[src/rtl/vec_fetch_pkg.sv]
// rtl/vec_fetch_pkg.sv - shared types and vector offsets for the boot-ROM vector fetcher
package vec_fetch_pkg;

  typedef enum logic [1:0] {
    VEC_NMI   = 2'd0,
    VEC_RESET = 2'd1,
    VEC_IRQ   = 2'd2
  } vec_sel_t;

  typedef enum logic [2:0] {
    BOOT  = 3'd0,
    IDLE  = 3'd1,
    RD_LO = 3'd2,
    RD_HI = 3'd3,
    DONE  = 3'd4
  } fetch_state_t;

  // Byte offsets of each vector's low byte above the vector table base.
  localparam logic [2:0] VEC_OFS_NMI   = 3'd0;
  localparam logic [2:0] VEC_OFS_RESET = 3'd2;
  localparam logic [2:0] VEC_OFS_IRQ   = 3'd4;

  function automatic logic [2:0] vec_ofs(input vec_sel_t sel);
    case (sel)
      VEC_NMI:   vec_ofs = VEC_OFS_NMI;
      VEC_RESET: vec_ofs = VEC_OFS_RESET;
      default:   vec_ofs = VEC_OFS_IRQ;
    endcase
  endfunction

endpackage

[src/rtl/vector_fetch_unit.sv]
// rtl/vector_fetch_unit.sv - reads little-endian 16-bit NMI/RESET/IRQ vectors from the top of boot ROM
module vector_fetch_unit
  import vec_fetch_pkg::*;
#(
  parameter int ADDR_WIDTH  = 14,
  parameter int DATA_WIDTH  = 8,
  parameter int WAIT_STATES = 0
) (
  input  logic                  clk,
  input  logic                  rst,
  input  logic                  req_valid,
  input  logic [1:0]            req_sel,
  output logic                  req_ready,
  output logic [ADDR_WIDTH-1:0] rom_addr,
  output logic                  rom_cs,
  output logic                  rom_oe,
  input  logic [DATA_WIDTH-1:0] rom_data,
  output logic                  vec_valid,
  output logic [15:0]           vec_out,
  output logic [1:0]            vec_sel,
  output logic                  busy
);

  if (DATA_WIDTH != 8) begin : g_bad_data_width
    $error("vector_fetch_unit: DATA_WIDTH must be 8");
  end
  if (WAIT_STATES < 0 || WAIT_STATES > 15) begin : g_bad_wait_states
    $error("vector_fetch_unit: WAIT_STATES must be 0..15");
  end

  localparam int CNT_W = (WAIT_STATES > 0) ? $clog2(WAIT_STATES + 1) : 1;
  localparam logic [CNT_W-1:0]      CNT_LOAD = CNT_W'(WAIT_STATES);
  localparam logic [ADDR_WIDTH-1:0] BASE     = ADDR_WIDTH'((2 ** ADDR_WIDTH) - 6);

  fetch_state_t    state;
  logic [CNT_W-1:0] cnt;
  vec_sel_t        sel_q;
  vec_sel_t        vec_sel_q;
  vec_sel_t        req_eff;
  logic [7:0]      lo;

  // BRK shares the IRQ vector, so selector 3 is folded onto IRQ before latching.
  assign req_eff = (req_sel == 2'd3) ? VEC_IRQ : vec_sel_t'(req_sel);

  always_ff @(posedge clk or posedge rst) begin
    if (rst) begin
      state     <= BOOT;
      cnt       <= '0;
      sel_q     <= VEC_RESET;
      lo        <= 8'h00;
      rom_addr  <= '0;
      vec_out   <= 16'h0000;
      vec_sel_q <= VEC_RESET;
    end else begin
      case (state)
        BOOT: begin
          sel_q    <= VEC_RESET;
          rom_addr <= BASE + ADDR_WIDTH'(vec_ofs(VEC_RESET));
          cnt      <= CNT_LOAD;
          state    <= RD_LO;
        end
        IDLE: begin
          if (req_valid) begin
            sel_q    <= req_eff;
            rom_addr <= BASE + ADDR_WIDTH'(vec_ofs(req_eff));
            cnt      <= CNT_LOAD;
            state    <= RD_LO;
          end
        end
        RD_LO: begin
          if (cnt == '0) begin
            lo       <= rom_data[7:0];
            rom_addr <= rom_addr + ADDR_WIDTH'(1);
            cnt      <= CNT_LOAD;
            state    <= RD_HI;
          end else begin
            cnt <= cnt - CNT_W'(1);
          end
        end
        RD_HI: begin
          // The high byte goes straight into the output word so DONE presents it.
          if (cnt == '0) begin
            vec_out   <= {rom_data[7:0], lo};
            vec_sel_q <= sel_q;
            state     <= DONE;
          end else begin
            cnt <= cnt - CNT_W'(1);
          end
        end
        DONE:    state <= IDLE;
        default: state <= BOOT;
      endcase
    end
  end

  // Bus strobes decode from state so an async reset releases the ROM without a clock.
  assign rom_cs    = (state == RD_LO) || (state == RD_HI);
  assign rom_oe    = rom_cs;
  assign req_ready = (state == IDLE);
  assign busy      = (state != IDLE);
  assign vec_valid = (state == DONE);
  assign vec_sel   = vec_sel_q;

endmodule

[config.mk]
export PLATFORM = sky130hd
export DESIGN_NAME = vector_fetch_unit
export DESIGN_NICKNAME = d
export VERILOG_FILES = /design/src/rtl/vec_fetch_pkg.sv /design/src/rtl/vector_fetch_unit.sv
export SDC_FILE = /design/constraint.sdc
export NUM_CORES = 1
export LEC_CHECK = 0
export BUFFER_PORTS_ARGS = -buffer_cell sky130_fd_sc_hd__buf_2
export CORE_MARGIN = 5
export CORE_UTILIZATION = 52
export DETAILED_ROUTE_END_ITERATION = 8
export PLACE_DENSITY = 0.79
export SYNTH_ARGS = -nofsm -noshare
export SYNTH_HDL_FRONTEND = slang
export SYNTH_SLANG_ARGS = --single-unit
[constraint.sdc]
create_clock -name clk -period 2.2 [get_ports clk]
set_input_delay 0.44 -clock clk [delete_from_list [all_inputs] [get_ports clk]]
set_output_delay 0.44 -clock clk [all_outputs]
set_load 0.01 [all_outputs]
* Yosys cells after proc, flatten, opt, wreduce, memory -nomap -nowiden *
Index checks and enable logic that the tools add are counted.

word-level totals
  register bits = 46
  input bits = 13
  output and inout port bits = 37

operators by class
  add/sub/neg operators = 3
  equality and inequality tests = 10
  muxes and demuxes = 16
  bitwise operators = 1
  reductions and logical operators = 13

operators with widths
  cell                                                                     number
  14-bit case mux with 3 select lines                                      1
  14-bit two-way mux                                                       2
  3-bit two-way mux                                                        5
  3-bit case mux with 5 select lines                                       1
  14-bit by 1-bit adder with 14-bit output, second input constant          1
  2-bit AND reduction                                                      4
  3-bit by 2-bit equality test with 1-bit output, second input constant    2
  2-bit inequality test, second input constant                             3
  3-bit case mux with 2 select lines                                       1
  3-bit AND reduction                                                      2
  3-bit nonzero test                                                       2
  4-bit by 4-bit adder with 5-bit output, first input constant             1
  2-bit two-way mux                                                        2
  2-bit case mux with 2 select lines                                       1
  3-bit by 1-bit equality test with 1-bit output, second input constant    1
  3-bit equality test, second input constant                               1
  3-bit zero test                                                          1
  3-bit by 1-bit inequality test with 1-bit output, second input constant  1
  1-bit case mux with 3 select lines                                       1
  2-bit by 1-bit equality test with 1-bit output, second input constant    1
  2-bit equality test, second input constant                               1
  2-bit zero test                                                          1
  1-bit two-way mux                                                        2
  2-bit nonzero test                                                       1
  other kinds (4)                                                          4

* Longest topological paths before layout *
Gate-level depths: netlist of run 1.

  depth in word-level cells = 9
  gate-level depth with buffers = 6
  depth with buffers taken out = 5

* Worst setup path before layout of run 1 *
OpenSTA, ideal clock, no wires.

  path type = reg2out
  from = register state[0]
  to = output port req_ready
  arrival time = 1.194 ns
  path slack = 0.566 ns
  stages on the path, launching flop included = 4
  buffers on the path = 1
  cell sequence = dfrtp_1 > clkbuf_1 > or3b_2 > inv_1

between the ends
  longest elaborated chain between the ends = 1

ends and longest elaborated chain
  what                                            RTL line                 text
  start: declaration                              vector_fetch_unit.sv:35  fetch_state_t state;
  start signal: assignment                        vector_fetch_unit.sv:47  state <= BOOT;
  start signal: assignment                        vector_fetch_unit.sv:60  state <= RD_LO;
  start signal: assignment                        vector_fetch_unit.sv:67  state <= RD_LO;
  3-bit by 1-bit equality test with 1-bit output  vector_fetch_unit.sv:99  assign req_ready = (state == IDLE);
  end: declaration                                vector_fetch_unit.sv:13  output logic req_ready,

Every way passes these cells.

* Worst setup path after layout of run 1 *
Same ends and word-level chain as after synthesis.

==> impl_metrics.toml, run 1 <==
[status]
outcome = "completed"

[floorplan]
dieArea_um2 = 5079
core_um2 = 3661
rows = 22
start_util_pct = 53.32
ioPinCount = 50
fp.dieW_um = 71.27
fp.dieH_um = 71.27

[clock_network]
cts.htree.levels = 2
cts-resized-gates = 0
root_buffer = "clkbuf_8"
cts_buffer_depth = 2
clk_latency_ps = 300
cts_setup_buffers = 0
cts_buffers = 5
clock-sinks = 45
cts_tree = "yes"
hold_buffers = 0
clk_pin_slew_ps = 80

[cells_and_area]
regArea_um2 = 1129
multi_input_area_um2 = 750.7
antenna_cells = 0
fin_util_pct = 64.18
areaGrowthSynthToFinish_pct = 20.38
layout.nets = 230
nFillCells = 277
drive_gt1_share_pct = 41.67
final_cells = 264

[drt]
drt_wl_total_um = 3817
ant_nets = 0
drc = 0
dr_total_vias = 1428
drt_iter0_drc = 102
viasPerCell = 5.409
drt-wirelength-per-cell_um = 14.46
dr.pass1.iters = 4

[global_routing]
grt_pass1_vias = 1389
antenna_found_initial = 0
overflow = 0
gr-usage-all-layers_pct = 16.19
use_met3_pct = 7.153
grt_pass1_wl_um = 6520
busiest_layer = "met2"
grtUsageMet2_pct = 23.98
grt_max_degree = 28
use_met1_pct = 21.37

[worst_setup_path]
r2r_start = "state[1]"
reg2reg_to = "rom_addr[7]"
critPathMaxFanout = 9
worst_setup_path_end_kind = "primary output"
crit_arrival_ps = 1530
cpMaxStageDelayCell = "or3b_2"
worstPathRequired_ps = 1760
max_stage_delay_ps = 520
crit_type = "reg -> out"
path_buf_inv = 2
path_cells = "or3b_2 > inv_1 > buf_2"
reg2reg_depth = 4
crit_family = "simple AND/OR/NAND/NOR gates"
cp-start-kind = "flip-flop"
rrSetupSlack_ps = 430

[synth]
synth_top_cells_by_area = "dfrtp_1 (55%), mux2_2 (14%), nand3_1 (3.3%), dfstp_2 (2.7%), a21oi_1 (2.1%)"
synth_area_um2 = 1952
ys_seq_elements = 45
yosysWarnings = 0
synth_cell_type_count = 36
ys.flop_type = "dfrtp_1"
seq_area_frac_synth_pct = 57.82
synth_area_per_cell_um2 = 11.97
syn_nets = 177
synth_top_area_cell = "dfrtp_1"
synth_edf_count = 0
synthCells = 163
synth_top_area_share_pct = 55.13
async_reset_ff_share_pct = 100.0

[sta]
worst_pin_slew_ps = 676.4
max_freq_mhz = 508.5
fin_tns_setup_ps = 0
setup_viol = 0
hold_viol_final = 0
skew_ps = 5.676
slew-limit-headroom_pct = 54.63
rsz0062_at_grt = "false"
fin_crit_ps = 1966
hold_ws_ps = 145.5
maxSlewViolCount = 0
min_period_over_period_pct = 89.38

[pwr]
switching_share_pct = 38.65
fin_total_pwr_mw = 3.617
internal-power_mw = 2.219
power_density_nw_per_um2 = 1540
power.share.sequential_pct = 40.1
combPwrFrac_pct = 46.2
clkPwrFrac_pct = 13.7
vdd_ir_drop_max_mv = 0.7424
p_switching_mw = 1.398
power_leakage_nw = 1.054

[placed_design]
place_inst = 257
gp_congestion = 0.7622
portBuffers = 49
hpwl_um = 2789

[run]
cap_violations = 0

[worst_hold_path]
hold_path_class = "in -> async"
logic make-up (layout without fill, tap and decap cells):
family | Yosys count | in the layout | synth area share (%)
flip-flops | 45 | 45 | 57.82
multiplexers | 25 | 25 | 14.42
XOR/XNOR | 2 | 2 | 0.8976
buffers and inverters | 16 | 69 | 3.718
adder cells (fa/ha/maj) | 1 | 1 | 0.6409
AO/OA/AOI/OAI | 27 | 27 | 8.975
AND/OR/NAND/NOR | 47 | 47 | 13.53
metal layers:
layer  vias up  part of all wire, %
li1        690                    -
met1       686                   45
met2        45                   45
met3         7                  8.4
met4         0                  1.0
met5         -                    0
registers in the layout, summed over array words and instances (netlist names):
register	count
vec_out	16
rom_addr	14
lo	8
state	3
sel_q	2
vec_sel	2
cells in the final DEF, fill, tap and decap left out, types with 2 or more instances in the layout:
cell type   n
buf_2      49
dfrtp_1    43
mux2_2     25
nand3_1    13
nand2_1     8
a21oi_1     8
inv_1       7
nor2_1      5
o21ai_0     5
or4_1       5
o31ai_1     5
clkbuf_8    5
buf_4       4
nor2b_1     3
and2_1      2
a211oi_1    2
or3_1       2
and4_1      2
nor3_1      2
dfstp_2     2
worst max-delay path by stage:
stage               from     endpoint  slack [ps]  depth (start not counted)
6_report        state[0]    req_ready         230                          3
5_1_grt         state[0]    req_ready         170                          3
4_1_cts         state[0]    req_ready         240                          3
3_5_place_dp   req_valid  rom_addr[7]         400                          5
3_3_place_gp   req_valid  rom_addr[7]         430                          5
2_1_floorplan   state[0]    req_ready         570                          3
cell type report:
type | count | share of cell area (%)
multi-input cells | 102 | 31.95
clock inverters | 2 | 0.6922
repair buffers | 54 | 12.57
inverters | 8 | 1.278
clock buffers | 5 | 2.929
well taps | 48 | 2.556
flip-flops and latches | 45 | 48.03
cell usage after synthesis (all sizes together) (3+ instances only):
cell type,n
o21ai,5
dfrtp,43
nand3,13
buf,3
or4,5
o31ai,5
inv,8
mux2,25
a21oi,8
nand2,8
nor2b,3
nor2,5
clkbuf,5
per-stage QoR:
stage               worst slack (ps)  area, um^2
CTS                            237.1        2350
global route                   170.5        2350
global placement               433.3        2265
floorplan                      565.7        1952
detailed placement             404.9        2265
finish                         233.5        2350
power groups by stage:
stage / clock network, mW / registers [mW] / logic, mW
floorplan: 0 / 1.52 / 1.07
global placement: 0 / 1.45 / 1.65
detailed placement: 0 / 1.47 / 1.68
CTS: 0.507 / 1.45 / 1.70
global route: 0.553 / 1.51 / 1.85
finish: 0.497 / 1.45 / 1.67
No activity file was read; power rests on OpenSTA's default activity.
==> run 2, diff against run 1 <==
--- a/config.mk
+++ b/config.mk
@@ -5,11 +5,12 @@
 export SDC_FILE = /design/constraint.sdc
 export NUM_CORES = 1
 export LEC_CHECK = 0
+export ABC_AREA = 1
 export BUFFER_PORTS_ARGS = -buffer_cell sky130_fd_sc_hd__buf_2
 export CORE_MARGIN = 5
 export CORE_UTILIZATION = 52
 export DETAILED_ROUTE_END_ITERATION = 8
-export PLACE_DENSITY = 0.79
+export PLACE_DENSITY = 0.78
 export SYNTH_ARGS = -nofsm -noshare
 export SYNTH_HDL_FRONTEND = slang
 export SYNTH_SLANG_ARGS = --single-unit
==> run 2 against run 1 <==
Against the previous run: non-clock buffer count is 2 lower; register-to-register slack better by 290 ps; flip-flop and latch count stayed put; via count is 18% higher; clock power is 30% higher; core utilization is 0.73 points higher; largest power group unchanged; clock-buffer cell count is 1 higher; highest routed layer unchanged; combinational power is 11% higher; total power is 12% higher; critical path depth is 1 higher; area after synthesis is 3.7% higher.
==> impl_metrics.toml, run 2 <==
[synth]
ys.flop_type = "dfrtp_1"
synth_area_um2 = 2024
syn_nets = 256
synth_edf_count = 0
ys_seq_elements = 45
yosysMostFrequentCell = "nand2_1"
synthCells = 242
synth_top_area_cell = "dfrtp_1"
synth_cell_type_count = 25
synth_top_area_share_pct = 53.15
synth_top_cells_by_area = "dfrtp_1 (53%), nand2_1 (14%), o21ai_0 (6.2%), inv_1 (5.7%), nand3_1 (4.7%)"
yosysWarnings = 0
seq_area_frac_synth_pct = 55.75
async_reset_ff_share_pct = 100.0
synth_area_per_cell_um2 = 8.365
synth_commonest_cells = "nand2_1 (78), dfrtp_1 (43), inv_1 (31)"

[pwr]
combPwrFrac_pct = 46.2
power_density_nw_per_um2 = 1672
switching_share_pct = 43.63
clkPwrFrac_pct = 16.0
vdd_ir_drop_max_mv = 0.6952
internal-power_mw = 2.274
power.share.sequential_pct = 37.8
power_leakage_nw = 1.323
p_switching_mw = 1.760

[cells_and_area]
final_common_cell = "nand2_1"
final_cells = 341
drive_gt1_share_pct = 24.57
largest_registers = "vec_out x16, rom_addr x14, lo x8"
final_cell_mix = "nand2_1 (78), buf_2 (49), dfrtp_1 (43)"
largest_reg_flops = 16
regMostFlops = "vec_out"
antenna_cells = 0
layout.nets = 306
areaGrowthSynthToFinish_pct = 19.16

[worst_hold_path]
hold_path_class = "in -> async"

[clock_network]
cts-resized-gates = 0
cts_buffers = 5
clock-sinks = 45
root_buffer = "clkbuf_8"
cts_buffer_depth = 2
clk_pin_slew_ps = 80
cts_tree = "yes"
clk_latency_ps = 300
cts.htree.levels = 2
hold_buffers = 0
cts_setup_buffers = 0

[drt]
ant_nets = 0
drt_iter0_drc = 135
viasPerCell = 4.941
dr_total_vias = 1685
drt_wl_total_um = 4044
dr.pass1.iters = 4
drt-wirelength-per-cell_um = 11.86
drc = 0

[placed_design]
gp_congestion = 0.8041
dp_worst_setup_slack_ps = 702.5
place_inst = 333
hpwl_um = 2897
portBuffers = 49

[sta]
maxSlewViolCount = 0
fin_tns_setup_ps = 0
slew-limit-headroom_pct = 62.99
fin_ws_ps = 516.6
worst_pin_slew_ps = 555.1
fin_crit_ps = 1683
min_period_over_period_pct = 76.52
max_freq_mhz = 594.0
skew_ps = 5.096
rsz0062_at_grt = "false"
setup_viol = 0
hold_viol_final = 0

[floorplan]
start_util_pct = 54.48
fp.dieW_um = 72.40
core_um2 = 3716
dieArea_um2 = 5241
rows = 22
ioPinCount = 50
fp.dieH_um = 72.40

[global_routing]
busiest_layer = "met2"
grt_pass1_wl_um = 7176
use_met1_pct = 22.97
use_met3_pct = 4.709
grt_max_degree = 46
antenna_found_initial = 0
grtUsageMet2_pct = 27.81
overflow = 0
grt_pass1_vias = 1568
gr-usage-all-layers_pct = 17.62

[status]
outcome = "completed"

[worst_setup_path]
worst_setup_path_end_kind = "primary output"
path_cells = "nor3_2 > inv_1 > nand2_1 > buf_2"
r2r_start = "state[0]"
crit_family = "flip-flops"
cp-start-kind = "flip-flop"
max_stage_delay_ps = 450
cpMaxStageDelayCell = "dfrtp_1"
crit_start = "state[0]"
path_buf_inv = 2
worstPathRequired_ps = 1760
crit_type = "reg -> out"
critPathMaxFanout = 6
crit_arrival_ps = 1240

[run]
cap_violations = 0
-- run 2: area by class of cell --
cell class / instances / area, um^2
Clock buffer: 6 / 82.58
Fill cell: 328 / 1304
Clock inverter: 2 / 37.54
Timing Repair Buffer: 52 / 267.8
Tap cell: 48 / 60.06
Sequential cell: 45 / 1129
Inverter: 34 / 127.6
Multi-Input combinational cell: 154 / 708.2
-- run 2: worst paths after layout --
| path | to | slack (ps) | cells past startpoint |
|---|---|---|---|
| worst max-delay path | rom_cs | 520 | 4 |
| worst min-delay path | vec_out[9] | 260 | 3 |
| worst max register to register | vec_out[8] | 720 | 5 |
| worst min register to register | vec_out[2] | 480 | 2 |
| max in group asynchronous | sel_q[0] | 1550 | 3 |
| min in group clk | vec_out[9] | 350 | 3 |
-- run 2: cells by family (layout without fill, tap and decap cells) --
family	count (synthesis)	count (layout)	synth area share [%]
AND/OR/NAND/NOR	123	123	26.58
flip-flops	45	45	55.75
buffers and inverters	43	94	9.517
AO/OA/AOI/OAI	30	30	7.540
adder cells (fa/ha/maj)	1	1	0.6179
-- run 2: power by group through the flow --
stage          Clock [mW]  Sequential, mW  Combinational (mW)
3_3_place_gp            0            1.53                1.85
5_1_grt             0.702            1.59                2.17
6_report            0.645            1.53                1.86
2_1_floorplan           0            1.63                1.27
3_5_place_dp            0            1.54                1.89
4_1_cts             0.662            1.52                1.90
-- run 2: stage by stage --
step           power, mW  cell area, um^2  utilization, %  hold slack, ps
4_1_cts            4.085             2412           64.92           285.8
3_3_place_gp       3.376             2292           61.68           460.3
3_5_place_dp       3.429             2292           61.68           460.8
2_1_floorplan      2.896             2024               -           442.2
6_report           4.034             2412           64.92           255.9
5_1_grt            4.458             2412           64.92           307.1
-- run 2: tightest hold or removal path, cell delays in order --
cell      delay, ps
buf_2           100
clkinv_1         30
buf_4           450
-- run 2: routing by layer --
layer | vias up | routed length (um)
met4 | 0 | 63
li1 | 852 | -
met1 | 778 | 1873
met5 | - | 0
met2 | 50 | 1825
met3 | 5 | 281
==> run 3, diff against run 2 <==
==> constraint.sdc (replaced) <==
create_clock -name clk -period 1.6 [get_ports clk]
set_input_delay 0.32 -clock clk [delete_from_list [all_inputs] [get_ports clk]]
set_output_delay 0.32 -clock clk [all_outputs]
set_load 0.01 [all_outputs]
==> run 3 against run 2 <==
Against the previous run: clock power rose by 5.1%; global-route usage fell by 0.38 points; non-clock buffer count rose by 4; sequential power rose by 37%; total power rose by 36%; hold slack got worse by 230 ps; final cell count rose by 1.2%; flip-flop and latch count did not move; setup slack got worse by 450 ps.
==> impl_metrics.toml, run 3 (synthesized netlist as in run 2, its figures left out) <==
[clock_network]
cts.htree.levels = 2
clk_latency_ps = 290
root_buffer = "clkbuf_8"
cts_buffers = 5
clock-sinks = 45
clk_pin_slew_ps = 90
cts_tree = "yes"
hold_buffers = 0
cts_buffer_depth = 2

[drt]
viasPerCell = 4.974
dr_total_vias = 1716
drc = 0
drt-wirelength-per-cell_um = 12.32
ant_nets = 0
dr.pass1.iters = 4
drt_wl_total_um = 4250
drt_iter0_drc = 126

[status]
outcome = "completed"

[placed_design]
portBuffers = 49
hpwl_um = 3100
gp_congestion = 0.8387

[sta]
rsz0062_at_grt = "true"
min_period_over_period_pct = 96.11
setup_viol = 0
hold_ws_ps = 25.94
fin_crit_ps = 1538
skew_ps = 7.299
max_freq_mhz = 650.3
worst_pin_slew_ps = 644.1
maxSlewViolCount = 0
hold_viol_final = 0
slew-limit-headroom_pct = 56.79

[worst_setup_path]
max_stage_delay_ps = 400
cp-start-kind = "flip-flop"
worst_setup_path_end_kind = "primary output"
worstPathRequired_ps = 1280
critPathMaxFanout = 2
crit_arrival_ps = 1220
path_cells = "buf_4 > nor3_1 > buf_2"
crit_type = "reg -> out"
cpMaxStageDelayCell = "dfrtp_1"

[worst_hold_path]
hold_path_class = "in -> async"

[cells_and_area]
largest_registers = "vec_out x16, rom_addr x14, lo x8"
nFillCells = 332
largest_reg_flops = 16
regArea_um2 = 1130
fin_util_pct = 65.52
multi_input_area_um2 = 719.4
antenna_cells = 0
areaGrowthSynthToFinish_pct = 20.27
layout.nets = 310
regMostFlops = "vec_out"
final_cell_mix = "nand2_1 (78), buf_2 (49), dfrtp_1 (42)"
drive_gt1_share_pct = 26.60
final_common_cell = "nand2_1"

[pwr]
power_leakage_nw = 1.327
power_density_nw_per_um2 = 2257
combPwrFrac_pct = 49.4
power.share.sequential_pct = 38.3
clkPwrFrac_pct = 12.3
p_switching_mw = 2.502
vdd_ir_drop_max_mv = 0.8559
internal-power_mw = 2.994
switching_share_pct = 45.52

[global_routing]
grt_pass1_vias = 1585
overflow = 0
gr-usage-all-layers_pct = 17.24
grt_max_degree = 28
grt_pass1_wl_um = 7162
antenna_found_initial = 0

[floorplan]
core_um2 = 3716
fp.dieW_um = 72.40
rows = 22
ioPinCount = 50
dieArea_um2 = 5241
start_util_pct = 54.48
fp.dieH_um = 72.40

[run]
cap_violations = 0
[run 3: cell count changes in the layout (fill, tap and decap cells not counted), sizes merged]
cell,previous run,this run
bufinv,1,0
buf,52,56
clkinvlp,1,2
[run 3: critical path, delay by kind of cell, from the launching register on]
kind / cells / cell delay (ps)
buffers and inverters: 2 / 310
flip-flops: 1 / 400
AND/OR/NAND/NOR: 1 / 210
[run 3: timing repair]
| item | CTS | global route |
|---|---|---|
| endpoints found under the hold margin | 0 | 0 |
| setup buffers | 0 | 3 |
| endpoints found under the setup margin | 0 | 3 |
| gates resized for setup | 0 | 5 |
[run 3: layout make-up]
cell class,count,area share [%]
Tap cell,48,2.467
Clock inverter,2,0.6166
Sequential cell,45,46.40
Clock buffer,6,2.980
Inverter,34,5.241
Timing Repair Buffer,56,12.74
Multi-Input combinational cell,154,29.55
[run 3: final timing paths]
| path | end | slack (ps) | depth (start not counted) | from |
|---|---|---|---|---|
| setup / recovery | vec_valid | 60 | 3 | state[1] |
| hold / removal | lo[4] | 30 | 2 | rst |
| setup reg to reg | sel_q[1] | 160 | 7 | state[0] |
| hold reg to reg | vec_sel[1] | 470 | 2 | sel_q[1] |
| max in group asynchronous | state[0] | 1070 | 3 | rst |
| min in group clk | vec_out[13] | 230 | 3 | rom_data[5] |
[run 3: stage by stage]
stage	setup TNS, ps	instance area (um^2)	std cells	power [mW]	setup WS (ps)
6_report	0	2435	345	5.496	62.18
5_1_grt	-3.767	2435	345	6.014	-3.767
4_1_cts	0	2400	342	5.441	19.02
3_5_place_dp	0	2312	334	4.757	227.4
3_3_place_gp	0	2312	334	4.656	257.4
2_1_floorplan	0	2024	242	3.983	108.0
[run 3: routing by layer]
metal / vias up / GRT usage, % / part of all wire (%)
met2: 38 / 28.01 / 47
met1: 811 / 23.40 / 47
li1: 863 / - / -
met3: 4 / 3.601 / 5.2
met4: 0 / 4.918 / 1.2
met5: - / 0 / 0
[run 3: power groups by stage]
stage	clock, mW	combinational [mW]	sequential, mW
after floorplan	0	1.75	2.24
after global placement	0	2.56	2.09
after detailed placement	0	2.64	2.12
after CTS	0.692	2.65	2.10
after global routing	0.752	3.08	2.18
final	0.678	2.71	2.10
